===== config.mk =====
export PLATFORM = sky130hd
export DESIGN_NAME = ff_upsizer_flat
export DESIGN_NICKNAME = d
export VERILOG_FILES = /design/src/rtl/ff_pkg.sv /design/src/rtl/ff_if.sv /design/src/rtl/ff_lane_acc.sv /design/src/rtl/ff_upsizer.sv /design/src/flat_wrapper.sv
export SDC_FILE = /design/constraint.sdc
export NUM_CORES = 1
export LEC_CHECK = 0
export ABC_AREA = 1
export BUFFER_PORTS_ARGS = -buffer_cell sky130_fd_sc_hd__buf_2
export CORE_AREA = 3 3 123 125
export CTS_CLUSTER_SIZE = 28
export DETAILED_ROUTE_END_ITERATION = 6
export DIE_AREA = 0 0 126 128
export PLACE_DENSITY = 0.52
export SETUP_SLACK_MARGIN = 0.4
export SLEW_MARGIN = 10
export SYNTH_ARGS = -nofsm -noshare
export SYNTH_HDL_FRONTEND = slang
export SYNTH_SLANG_ARGS = --single-unit

===== constraint.sdc =====
create_clock -name clk -period 1.6 [get_ports clk]
set_input_delay 0.24 -clock clk [delete_from_list [all_inputs] [get_ports clk]]
set_output_delay 0.24 -clock clk [all_outputs]
set_load 0.01 [all_outputs]

===== src/rtl/ff_pkg.sv =====
// Shared constants and helpers for the width up-converter.
// Reused by the pipe stage and the bench.
package ff_pkg;

  localparam int FF_WD    = 8;
  localparam int FF_RATIO = 4;

  function automatic logic lane_sel(
    input int idx,
    input int lane
  );
    return idx == lane;
  endfunction

endpackage


===== src/rtl/ff_if.sv =====
// Narrow-in / wide-out valid/ready bundle for ff_upsizer.
// master drives beats and m_ready; slave is the converter.
interface ff_if
  import ff_pkg::*;
#(
  parameter int WD    = FF_WD,
  parameter int RATIO = FF_RATIO
) ();

  logic                  s_valid;
  logic [WD-1:0]         s_data;
  logic                  s_last;
  logic                  s_ready;
  logic                  m_valid;
  logic [RATIO*WD-1:0]   m_data;
  logic [RATIO-1:0]      m_keep;
  logic                  m_last;
  logic                  m_ready;

  modport master (
    output s_valid,
    output s_data,
    output s_last,
    output m_ready,
    input  s_ready,
    input  m_valid,
    input  m_data,
    input  m_keep,
    input  m_last
  );

  modport slave (
    input  s_valid,
    input  s_data,
    input  s_last,
    input  m_ready,
    output s_ready,
    output m_valid,
    output m_data,
    output m_keep,
    output m_last
  );

endinterface


===== src/rtl/ff_lane_acc.sv =====
// Lane accumulator: RATIO lanes of WD bits with keep flags.
// clr empties all lanes; wr fills lane idx.
module ff_lane_acc
  import ff_pkg::*;
#(
  parameter  int WD    = FF_WD,
  parameter  int RATIO = FF_RATIO,
  localparam int CW    = $clog2(RATIO)
) (
  input  logic                clk,
  input  logic                rst_n,
  input  logic                clr,
  input  logic                wr,
  input  logic [CW-1:0]       idx,
  input  logic [WD-1:0]       din,
  output logic [RATIO*WD-1:0] acc,
  output logic [RATIO-1:0]    keep
);

  always_ff @(posedge clk or negedge rst_n) begin
    if (!rst_n) begin
      acc  <= '0;
      keep <= '0;
    end else if (clr) begin
      acc  <= '0;
      keep <= '0;
    end else if (wr) begin
      for (int i = 0; i < RATIO; i++) begin
        if (lane_sel(int'(idx), i)) begin
          acc[i*WD +: WD] <= din;
          keep[i]         <= 1'b1;
        end
      end
    end
  end

endmodule


===== src/rtl/ff_upsizer.sv =====
// Packs RATIO narrow beats into one registered wide word.
// s_last flushes a partial word with per-lane keep.
module ff_upsizer
  import ff_pkg::*;
#(
  parameter int WD    = FF_WD,
  parameter int RATIO = FF_RATIO
) (
  input  logic clk,
  input  logic rst_n,
  ff_if.slave  bus
);

  localparam int CW = $clog2(RATIO);

  logic [CW-1:0]       cnt;
  logic                s_fire;
  logic                m_fire;
  logic                at_top;
  logic                emit;
  logic                fill;
  logic [RATIO*WD-1:0] acc;
  logic [RATIO-1:0]    acc_keep;
  logic [RATIO*WD-1:0] word;
  logic [RATIO-1:0]    keep_nxt;
  logic                m_valid_q;
  logic [RATIO*WD-1:0] m_data_q;
  logic [RATIO-1:0]    m_keep_q;
  logic                m_last_q;

  // Ready only looks at the output slot, never at s_valid.
  assign bus.s_ready = ~m_valid_q | bus.m_ready;

  assign s_fire = bus.s_valid & bus.s_ready;
  assign m_fire = m_valid_q & bus.m_ready;
  assign at_top = cnt == CW'(RATIO - 1);
  assign emit   = s_fire & (at_top | bus.s_last);
  assign fill   = s_fire & ~emit;

  ff_lane_acc #(
    .WD    (WD),
    .RATIO (RATIO)
  ) u_acc (
    .clk   (clk),
    .rst_n (rst_n),
    .clr   (emit),
    .wr    (fill),
    .idx   (cnt),
    .din   (bus.s_data),
    .acc   (acc),
    .keep  (acc_keep)
  );

  // Completing beat merges into lane cnt on its way out.
  always_comb begin
    word     = acc;
    keep_nxt = acc_keep;
    for (int i = 0; i < RATIO; i++) begin
      if (lane_sel(int'(cnt), i)) begin
        word[i*WD +: WD] = bus.s_data;
        keep_nxt[i]      = 1'b1;
      end
    end
  end

  always_ff @(posedge clk or negedge rst_n) begin
    if (!rst_n) begin
      cnt <= '0;
    end else if (emit) begin
      cnt <= '0;
    end else if (fill) begin
      cnt <= cnt + CW'(1);
    end
  end

  always_ff @(posedge clk or negedge rst_n) begin
    if (!rst_n) begin
      m_valid_q <= 1'b0;
      m_data_q  <= '0;
      m_keep_q  <= '0;
      m_last_q  <= 1'b0;
    end else if (emit) begin
      m_valid_q <= 1'b1;
      m_data_q  <= word;
      m_keep_q  <= keep_nxt;
      m_last_q  <= bus.s_last;
    end else if (m_fire) begin
      m_valid_q <= 1'b0;
    end
  end

  assign bus.m_valid = m_valid_q;
  assign bus.m_data  = m_data_q;
  assign bus.m_keep  = m_keep_q;
  assign bus.m_last  = m_last_q;

endmodule


===== src/flat_wrapper.sv =====
// flat-port wrapper written by rule: the top's interface ports become plain ports
module ff_upsizer_flat import ff_pkg::*;
#(
  parameter int WD    = FF_WD,
  parameter int RATIO = FF_RATIO
)
  (clk, rst_n, bus_s_valid, bus_s_data, bus_s_last, bus_m_ready, bus_s_ready, bus_m_valid, bus_m_data, bus_m_keep, bus_m_last);
  ff_if #(.WD(WD), .RATIO(RATIO)) bus_i ();
  input  logic clk;
  input  logic rst_n;
  input wire logic [$bits(bus_i.s_valid)-1:0] bus_s_valid;
  input wire logic [$bits(bus_i.s_data)-1:0] bus_s_data;
  input wire logic [$bits(bus_i.s_last)-1:0] bus_s_last;
  input wire logic [$bits(bus_i.m_ready)-1:0] bus_m_ready;
  output wire logic [$bits(bus_i.s_ready)-1:0] bus_s_ready;
  output wire logic [$bits(bus_i.m_valid)-1:0] bus_m_valid;
  output wire logic [$bits(bus_i.m_data)-1:0] bus_m_data;
  output wire logic [$bits(bus_i.m_keep)-1:0] bus_m_keep;
  output wire logic [$bits(bus_i.m_last)-1:0] bus_m_last;
  assign bus_i.s_valid = bus_s_valid;
  assign bus_i.s_data = bus_s_data;
  assign bus_i.s_last = bus_s_last;
  assign bus_i.m_ready = bus_m_ready;
  assign bus_s_ready = bus_i.s_ready;
  assign bus_m_valid = bus_i.m_valid;
  assign bus_m_data = bus_i.m_data;
  assign bus_m_keep = bus_i.m_keep;
  assign bus_m_last = bus_i.m_last;
  ff_upsizer #(.WD(WD), .RATIO(RATIO)) u_core (.clk(clk), .rst_n(rst_n), .bus(bus_i));
endmodule

* After elaboration in Yosys (flattened, before gate mapping)
Index checks and enable logic that the tools add are counted.
** Storage, ports and cells
- Logic and storage cells :: 39
- Input bits :: 13
- Memories kept :: 0
- RAM bits :: 0
- ROM bits :: 0
- Latch bits :: 0
- Output and inout port bits :: 39
- Register bits :: 76
** Cells by class
- Add/subtract/negate cells :: 1
- Equal/unequal tests :: 4
- Bitwise logic cells :: 8
- Order comparisons :: 0
- Reduce and logical (&&, ||, !) cells :: 3
- Divide/modulo/power cells :: 0
- Multiply operators :: 0
- Multiplexer cells :: 16
- Shift operators :: 0
** Operator list (count)
- 32-bit 2-to-1 mux :: 2
- 8-bit 2-to-1 mux :: 4
- 4-bit 2-to-1 mux :: 2
- 2-bit == test, second input constant :: 3
- 1-bit 2-to-1 mux :: 6
- 1-bit bitwise AND :: 4
- 2-bit 2-to-1 mux :: 2
- 2-bit nonzero test :: 2
- 2-bit by 1-bit adder with 2-bit output, second input constant :: 1
- 2-bit by 1-bit == test with 1-bit output, second input constant :: 1
- 2-bit zero test :: 1
- 1-bit NOT :: 2
- 1-bit OR :: 2

* Logic depth before layout (Yosys ltp)
- Word-level depth :: 8
- Depth in mapped cells :: 10
- Gate-level depth less buffers :: 7

* Hierarchy
A second synthesis with hierarchy kept.
** Unflattened totals
- Cell total of the unflattened synthesis :: 471
- Area total of the unflattened synthesis :: 3738.6 µm²
** Modules (own cells, without submodules)
- ff_upsizer :: times used 1, area an instance 2130.8 µm², cells each 295, seq. area each 1001.0 µm²
- ff_lane_acc :: times used 1, area an instance 1607.8 µm², cells each 176, seq. area each 900.9 µm²

* Worst setup path after synthesis
Ideal clock, no wire load.
- Path type :: register to register
- Start point :: register u_core.cnt[0]
- End point :: register u_core.u_acc.keep[0]
- Path slack :: 0.174 ns
- Cell stages (with the launch flop) :: 11
- Setup time :: 0.065 ns
- Arrival :: 1.361 ns
- Required time :: 1.535 ns
- Cells stage by stage :: dfrtp_1 ha_1 buf_6 inv_8 nand2_4 buf_6 inv_4 buf_8 buf_12 nand3_2 nand2_1
** Between the ends
- Word-level cells in the longest chain between the ends :: 6
** Ends and longest elaborated chain
- start, declared :: RTL line ff_upsizer.sv:16 : logic [CW-1:0] cnt;
- start signal, assigned :: RTL line ff_upsizer.sv:72 : cnt <= cnt + CW'(1);
- 2-bit == test :: RTL line ff_upsizer.sv:36 : assign at_top = cnt == CW'(RATIO - 1);
- 1-bit OR :: RTL line ff_upsizer.sv:37 : assign emit = s_fire & (at_top | bus.s_last);
- 1-bit bitwise AND :: RTL line ff_upsizer.sv:37
- 1-bit NOT :: RTL line ff_upsizer.sv:38 : assign fill = s_fire & ~emit;
- 1-bit bitwise AND :: RTL line ff_upsizer.sv:38
- 2-bit nonzero test (no line)
- end signal, assigned :: RTL line ff_lane_acc.sv:23 : keep <= '0;
- end signal, assigned :: RTL line ff_lane_acc.sv:26 : keep <= '0;
- end signal, assigned by index :: RTL line ff_lane_acc.sv:31 : keep[i] <= 1'b1;
- end, declared :: RTL line ff_lane_acc.sv:17 : output logic [RATIO-1:0] keep
Parallel ways exist; a longest one is shown, timed or not. The select of a mux whose other input is x is not followed.
A chain may end at the register's enable or synchronous reset.

* Worst setup path in the final report
- Start point :: register u_core.cnt[0]
- End point :: register u_core.m_data_q[24], in the netlist u_core.bus.m_data[24]
** Between the ends
- Word-level cells in the longest chain between the ends :: 3
** Ends and longest elaborated chain
- 2-bit == test :: RTL line ff_upsizer.sv:36
- 1-bit OR :: RTL line ff_upsizer.sv:37
- 1-bit bitwise AND :: RTL line ff_upsizer.sv:37
- end signal, assigned :: RTL line ff_upsizer.sv:84 : m_data_q <= word;
- end, declared :: RTL line ff_upsizer.sv:27 : logic [RATIO*WD-1:0] m_data_q;
Parallel ways exist; a longest one is shown, timed or not.

==> results.sh <==
export IMPL_outcome="completed"
export IMPL_cts_max_level=3
export IMPL_post_synth_instance_area_um2=3540
export IMPL_buffer_ports_inserted=51
export IMPL_post_synth_fa_ha_maj_area_fraction_pct=1.414
export IMPL_nets=525
export IMPL_synth_ff_type="dfrtp_1"
export IMPL_clockPowerShare_pct=36.1
export IMPL_synthTopCellsByArea="dfrtp_1 54%, nand2_1 26%, nand3_1 7.9%"
export IMPL_power_density_nw_per_um2=1382
export IMPL_first_pass_grt_wire_length_mm=16.71
export IMPL_synth_seq_area_share_pct=53.73
export IMPL_floorplan_die_width_um=126
export IMPL_via_per_inst=4.505
export IMPL_synth_enable_flop_cells=0
export IMPL_cts_sinks=76
export IMPL_seqPwrFrac_pct=35.9
export IMPL_max_cap_violations=0
export IMPL_post_place_cells=655
export IMPL_synthesis_instances=438
export IMPL_power_static_leakage_nw=2.747
export IMPL_count_of_nets_left_with_antenna_violations_after_detail_routing=0
export IMPL_die_area_um2=16130
export IMPL_simple_gate_portion_of_the_synthesized_area_pct=37.33
export IMPL_cp_data_arrival_time_ps=1610
export IMPL_synth_fp_nets=455
export IMPL_crit_required_ps=1820
export IMPL_fin_tns_setup_ps=0
export IMPL_fmax_ghz=0.7194
export IMPL_synth_commonest_cells="241 x nand2_1, 76 x dfrtp_1, 56 x nand3_1"
export IMPL_final_std_cells_w_o_fill=693
export IMPL_element_type_at_the_critical_path_end="register"
export IMPL_antennaDiodeCount=0
export IMPL_synth_lib_cells_used_distinct=18
export IMPL_netSwitchingPower_mw=2.112
export IMPL_synth_most_common_cell="nand2_1"
export IMPL_drc=0
export IMPL_synthXorXnorAreaFrac_pct=0
export IMPL_tritoncts_buffers=9
export IMPL_first_drt_iteration_drcs=225
export IMPL_path_class="reg -> reg"
export IMPL_routed_via_count=3122
export IMPL_fin_skew_ps=8.490
export IMPL_irDropWorstVdd_v=0.0005715
export IMPL_hpwl_mm=6.107
export IMPL_yosysTopAreaCell="dfrtp_1"
export IMPL_drt_wl_total_mm=10.58
export IMPL_finalCriticalPeriod_ps=1390
export IMPL_setup_ws_post_layout_ps=210.0
export IMPL_p_int_mw=4.829
export IMPL_grt_max_degree=67
export IMPL_groute_usage_overall_pct=13.03
export IMPL_grt_overflow=0
export IMPL_synth_mux_area_share_pct=0
export IMPL_report_final_slew_viol_count=0
export IMPL_grt_setup_unrepaired="true"
export IMPL_flow_area_growth_from_synthesis_pct=41.89
export IMPL_route_detailed_wl_per_inst_um=15.26
export IMPL_crit_start="u_core.cnt[0]"
export IMPL_r2r_setup_slack_ps=210
export IMPL_hold_path_cell_count=3
export IMPL_asyncSetResetFlopFracSynth_pct=100.0
export IMPL_gp_congestion=0.7673
export IMPL_hold_viol_final=0
export IMPL_fillCellCount=1437
export IMPL_dominant_combinational_cell_family_by_area_after_synthesis="simple AND/OR/NAND/NOR gates"
export IMPL_final_core_utilization_pct=35.90
export IMPL_yosys_area_top_type_share_pct=53.73
export IMPL_clockRootBuffer="clkbuf_16"
export IMPL_core_area_um2=13990
export IMPL_cts_tree="done"
export IMPL_rr_startpoint="u_core.cnt[0]"
export IMPL_totalPowerFinal_mw=6.941
export IMPL_timing_final_crit_share_pct=86.88
export IMPL_worstHoldEndpoint="u_core.bus.m_last"
export IMPL_final_layout_size_suffix_gt1_share_pct=35.87
export IMPL_starting_utilization_of_the_core_area_pct=25.30
export IMPL_top_level_pins=52
export IMPL_avgSynthCellArea_um2=8.081
export IMPL_power_share_combinational_pct=28.0
export IMPL_synth_compound_area_share_pct=0.2474
export IMPL_antenna_found_initial=0
export IMPL_drt_pass1_iterations=4
export IMPL_r2r_end="u_core.bus.m_data[24]"
export IMPL_path_clk_slew_ps=60
export IMPL_hold_path_class="in -> reg"
export IMPL_fp_dieH_um=128
export IMPL_sw_share_pct=30.42
export IMPL_holdCritStartpoint="bus_s_last"
export IMPL_place_worst_setup_slack_ps=95.76
export IMPL_clk_latency_ps=330
export IMPL_rel_slew_slack_pct=77.53
export IMPL_yosys_warnings=0
export IMPL_synth_ff_latch_count=76
export IMPL_clock_path_buffers=2
export IMPL_worst_r2r_path_depth=7
export IMPL_crit_fanout=12
export IMPL_setup_viol_count_final=0
export IMPL_worst_slew_pin_transition_ps=337.0
export IMPL_timing_critical_path_from_type="register"
export IMPL_first_global_vias=3207
export IMPL_row_count=43
==> power groups by stage <==
stage / registers, mW / clock network (mW) / logic [mW]
6_report: 2.49 / 2.51 / 1.94
5_1_grt: 2.54 / 2.64 / 2.14
4_1_cts: 2.47 / 2.55 / 1.77
3_5_place_dp: 2.49 / 0 / 1.46
3_3_place_gp: 2.48 / 0 / 1.44
2_1_floorplan: 2.57 / 0 / 0.806
==> placed cells by master, fill, tap and decap left out <==
cell type	Yosys	routed
dlygate4sd3_1	0	1
inv_8	1	2
dfrtp_2	0	2
inv_1	17	12
clkbuf_1	2	2
or2_2	4	1
clkinv_8	0	1
bufinv_16	0	4
nand2_1	241	201
ha_4	0	4
nand3_1	56	39
clkinvlp_4	0	1
nand3_4	0	1
buf_6	2	7
nand2_4	1	5
dfrtp_1	76	74
or2_4	0	3
nand2_8	0	1
buf_2	14	49
inv_4	1	2
nand2_2	0	35
inv_2	0	1
buf_12	1	7
buf_4	5	15
buf_16	0	4
nand3_2	10	26
a21oi_4	0	1
clkbuf_8	0	1
clkbuf_16	0	11
==> worst max-delay path, stage by stage, from the launching register on <==
cell and delay [ps]:
dfrtp_2 430, ha_4 190, inv_8 40, nand2_8 90
nand3_4 170, clkbuf_16 230, nand2_1 70, nand2_1 50
==> metal layers <==
metal | vias up | track usage (%) | wire length [um]
li1 | 1498 | - | -
met5 | - | 0 | 0
met1 | 1513 | 16.95 | 4917
met3 | 10 | 3.667 | 531
met2 | 101 | 21.85 | 5002
met4 | 0 | 2.587 | 126
==> stage by stage <==
stage,hold slack (ps),instance area [um^2]
6_report,142.4,5022
5_1_grt,145.5,5022
4_1_cts,133.8,4780
3_5_place_dp,134.0,4026
3_3_place_gp,129.4,4026
2_1_floorplan,-55.59,3553
==> final cells by class <==
class,instances,area (um^2),share of cell area [%]
well taps,180,225.2,4.484
inverters,19,107.6,2.142
flip-flops and latches,76,1904,37.92
clock buffers,12,246.5,4.908
clock inverters,4,120.1,2.392
multi-input cells,317,1672,33.28
repair buffers,85,747.0,14.87
==> state kept, by name, indices dropped and copies added, names as in the netlist <==
signal and flops:
u_core.bus.m_valid 1, u_core.bus.m_data 32, u_core.bus.m_keep 4, u_core.u_acc.keep 4, u_core.bus.m_last 1, u_core.cnt 2
u_core.u_acc.acc 32
==> worst max path at each step <==
stage                            end  slack [ps]  depth (start not counted)
2_1_floorplan   u_core.u_acc.keep[0]         200                         10
3_3_place_gp    u_core.bus.m_data[6]         120                          7
3_5_place_dp   u_core.bus.m_data[16]         100                          7
4_1_cts        u_core.bus.m_data[23]         250                          7
5_1_grt        u_core.bus.m_data[23]         150                          7
6_report       u_core.bus.m_data[24]         210                          7
==> cells by family after synthesis <==
family / count (synthesis)
and+or+nand+nor: 312
buffers and inverters: 45
AOI/OAI and AO/OA: 1
DFF: 76
adders and majority gates: 4
==> repair_timing <==
action | CTS | global route
gates cloned | 4 | 2
pin swaps | 17 | 23
hold buffers | 1 | 0
endpoints found under the setup margin | 77 | 77
endpoints found under the hold margin | 16 | 0
setup buffers | 11 | 4
gates resized for setup | 46 | 52
Power figures use the tool's default switching activity.
